## config.mk

```make
export PLATFORM = sky130hd
export DESIGN_NAME = my_regfile
export DESIGN_NICKNAME = d
export VERILOG_FILES = /design/src/rtl/my_regfile.sv
export SDC_FILE = /design/constraint.sdc
export NUM_CORES = 2
export LEC_CHECK = 0
export CORE_UTILIZATION = 40
export CTS_BUF_LIST = sky130_fd_sc_hd__clkbuf_16
export CTS_CLUSTER_DIAMETER = 60
export DETAILED_ROUTE_END_ITERATION = 12
export GPL_ROUTABILITY_DRIVEN = 1
export SYNTH_ARGS = -nofsm -noshare
export SYNTH_HDL_FRONTEND = slang
export SYNTH_SLANG_ARGS = --single-unit
```

## constraint.sdc

```tcl
create_clock -name clock -period 2.5 [get_ports clock]
set_input_delay 0.5 -clock clock [delete_from_list [all_inputs] [get_ports clock]]
set_output_delay 0.5 -clock clock [all_outputs]
set_load 0.01 [all_outputs]
```

## src/rtl/my_regfile.sv

```systemverilog
// my_regfile: 32 x 32-bit register file with two combinational read ports and one write port.
// Register r0 has no storage and always reads as zero.
//
// Ports:
//   clock             - single clock; all state changes on its rising edge
//   ctrl_reset        - synchronous, active-high reset; clears r1..r31 and wins over a write
//   ctrl_writeEnable  - write strobe
//   ctrl_writeReg     - write address (writes to 0 are dropped)
//   ctrl_readRegA/B   - read addresses for ports A and B
//   data_writeReg     - write data
//   data_readRegA/B   - combinational read data (no write-to-read bypass)
module my_regfile (
  input  logic        clock,
  input  logic        ctrl_reset,
  input  logic        ctrl_writeEnable,
  input  logic [4:0]  ctrl_writeReg,
  input  logic [4:0]  ctrl_readRegA,
  input  logic [4:0]  ctrl_readRegB,
  input  logic [31:0] data_writeReg,
  output logic [31:0] data_readRegA,
  output logic [31:0] data_readRegB
);

  // Storage exists only for r1..r31.
  logic [31:0] regs_q [1:31];
  logic [31:0] regs_d [1:31];

  // Read view including the hard-wired zero at index 0.
  logic [31:0] rd_vec [32];

  always_comb begin
    for (int i = 1; i < 32; i++) begin
      regs_d[i] = regs_q[i];
      if (ctrl_reset) begin
        regs_d[i] = '0;
      end else if (ctrl_writeEnable && (ctrl_writeReg == 5'(i))) begin
        // i never equals 0 here, so writes to r0 fall through untouched.
        regs_d[i] = data_writeReg;
      end
    end
  end

  always_ff @(posedge clock) begin
    for (int i = 1; i < 32; i++) begin
      regs_q[i] <= regs_d[i];
    end
  end

  always_comb begin
    rd_vec[0] = '0;
    for (int i = 1; i < 32; i++) begin
      rd_vec[i] = regs_q[i];
    end
  end

  // Reads come straight from the stored state, so a same-cycle write is seen only after the edge.
  assign data_readRegA = rd_vec[ctrl_readRegA];
  assign data_readRegB = rd_vec[ctrl_readRegB];

endmodule

```

==> impl_metrics.yaml <==
die:
  die_w_um: 360
  initial_utilization_pct: 40.5
  core_area_mm2: 0.126
  die_h_um: 360
  num_rows: 130
  io_pins: 114
  die_area_mm2: 0.130
timing:
  final-setup-viol-count: 64
  worst_slew_pin_slew_ns: 0.805
  period_minus_slack_ns: 3.00
  drv_slew: 0
  clock-skew-final_ns: 0
  slew_headroom_pct: 46.1
  fmax_mhz: 333
  rsz0062_at_grt: "true"
  setup_ws_ns: -0.502
  final_hold_viol_count: 0
  fin_crit_sh_pct: 120
  finalHoldWorstSlack_ns: 0.117
routing:
  drc: 0
  viasPerCell: 6.04
  drtIter0Drc: 6717
  firstDrtPassIters: 6
  wl_per_cell_um: 24.7
  wl_met2_um: 93100
  ant_nets: 0
  wl_met3_um: 22200
  route.top_layer_used: "met5"
  route.vias.total: 51300
  m1WireLength_um: 86800
  wl_um: 210000
yosys:
  synth_edf_count: 0
  ys_ff_latch: 992
  synth_area_mm2: 0.0512
  synth_xor_area_share_pct: 0
  yosysUniqueCellTypes: 31
  ys_seq_area_share_pct: 38.8
  synth_compound_area_share_pct: 16.6
  post_synth.cell_area_avg_um2: 7.79
  synth_fa_ha_area_share_pct: 0
  async_flop_share_pct: 0
  ys_warn_count: 0
  syn_nets: 6630
  netlist_instances: 6580
  synth_ff_type: "dfxtp_1"
  muxShareOfSynthArea_pct: 19.2
  synthSimpleGateAreaFrac_pct: 20.0
  synth_top_family_by_area: "simple AND/OR/NAND/NOR gates"
final_layout:
  top_register: "regs_q"
  postLayoutCoreUtil_pct: 51.7
  final_common_cell: "nand2_1"
  largest_reg_flops: 992
  nets: 6806
  area_growth_syn_to_layout_pct: 27.4
  drive_gt1_share_pct: 19.9
  final_cell_mix: "2143 x nand2_1, 1120 x a21oi_1, 910 x dfxtp_1"
  top_regs: "regs_q: 992 flops"
  final_cells: 8501
worst_setup_path:
  path_class: "reg2out"
  crit_arrival_ns: 2.50
  critPathCaptureType: "primary output"
  start_kind: "flop"
  crit_required_ns: 2.00
  r2r_slack_ns: 1.71
  cp_max_fo: 2
clock_network:
  clk_path_buf_depth: 3
  clock-sinks: 992
  htree_levels: 3
  root_buffer: "clkbuf_16"
  clk_pin_slew_ns: 0.06
  cts_hold_buffers: 0
  cts_buffers: 113
  clk_latency_ns: 0.71
  cts_tree: "yes"
global_route:
  first_global_vias: 48300
  grt_max_degree: 128
  overflow: 0
  grt_first_pass_wirelength_um: 309000
  track_usage_pct: 31.0
  antenna_found_initial: 4
placement:
  detailedPlacementHpwl_um: 130000
  place_inst: 8255
  place.gp.congestion: 0.926
  io_buffers: 113
  dp_slack_ns: -1.13
power:
  cellPowerDensity_mw_per_mm2: 573
  swShare_pct: 27.7
  p_clk_share_pct: 43.4
  leakage_nw: 24.3
  combPwrFrac_pct: 13.8
  p_int_mw: 27.0
  power.switching_mw: 10.4
  power_frac_seq_pct: 42.8
  ir_worst_vdd_mv: 0.564
outcome:
  violations: "setup timing"
  run_status: "complete, but fails checks"
min_path:
  min_path_type: "in2reg"
run:
  cap_violations: 0
## what timing repair did
item | CTS | global route
hold endpoints to repair | 0 | 0
gates cloned | 7 | 1
resized for setup | 773 | 133
buffers inserted | 20 | 26
setup endpoints to repair | 64 | 64
pin swaps | 86 | 63
## power groups by stage
stage                     registers, mW  logic [mW]  clock network [mW]
after global placement             16.4        4.42                   0
after detailed placement           16.4        4.44                   0
after floorplan                    16.3        2.26                   0
after CTS                          16.0        4.89                16.3
after global routing               16.0        5.29                17.0
final                              16.0        5.14                16.2
## kinds of logic (layout without fill, tap and decap cells)
group                  after synthesis  count (layout)
flip-flops                         992             992
multiplexers                       896             896
other                                0               1
AND/OR/NAND/NOR                   2536            2536
AO/OA/AOI/OAI                     1504            1504
buffers and inverters              652             922
## through the flow
step	power, mW	TNS (ns)	cell area, um^2
3_3_place_gp	20.8	-89.95	58400
4_1_cts	37.2	-23.57	64500
5_1_grt	38.3	-25.01	65300
3_5_place_dp	20.8	-86.52	58400
6_report	37.4	-22.41	65300
2_1_floorplan	18.6	0	51200
## layer usage
| layer | vias up | global-route usage [%] |
|---|---|---|
| met5 | - | 0 |
| met4 | 4 | 12.2 |
| met3 | 560 | 5.75 |
| met2 | 2884 | 48.1 |
| met1 | 24900 | 42.4 |
| li1 | 23000 | - |
## worst max-delay path, cell delays in order, from the launching register on
cell and delay [ns]:
dfxtp_2 0.32, buf_6 0.11, mux4_2 0.46, nor2b_1 0.12, buf_4 0.13, nor3_4 0.05
a31oi_1 0.16, buf_4 0.19, nand3_4 0.10, buf_6 0.13
## synth_stat cells, types with 2 or more instances
cell type / instances / area, um^2
a21oi_1: 1120 / 5610
a221oi_1: 64 / 561
a22oi_1: 256 / 1920
a31oi_1: 64 / 400
and2_1: 3 / 18.8
buf_1: 8 / 30.0
buf_2: 181 / 906
buf_4: 27 / 203
clkbuf_1: 435 / 1630
dfxtp_1: 992 / 19900
mux2_2: 64 / 721
mux2i_1: 768 / 7690
mux4_2: 64 / 1440
nand2_1: 2147 / 8060
nand2b_1: 5 / 31.3
nand2b_4: 2 / 27.5
nand3_1: 192 / 961
nor2_1: 12 / 45.0
nor2_2: 9 / 56.3
nor2b_1: 74 / 463
nor3_1: 66 / 330
nor3_2: 9 / 90.1
nor4_2: 7 / 87.6
or2_2: 4 / 25.0
## worst paths after layout
| check | start | end | cells past startpoint |
|---|---|---|---|
| worst max-delay path | regs_q[0][236] | data_readRegB[12] | 9 |
| worst min-delay path | ctrl_reset | regs_q[0][205] | 2 |
| worst min register to register | regs_q[0][220] | regs_q[0][220] | 2 |
| worst max register to register | regs_q[0][227] | regs_q[0][227] | 4 |
## layout make-up
cell class / instances / area (um^2)
Clock buffer: 114 / 2850
Antenna cell: 1 / 2.50
Multi-Input combinational cell: 4936 / 31300
Timing Repair Buffer: 713 / 8380
Tap cell: 1650 / 2060
Clock inverter: 95 / 676
Fill cell: 11500 / 61100
Sequential cell: 992 / 20000
No activity file was read; power rests on OpenSTA's default activity.
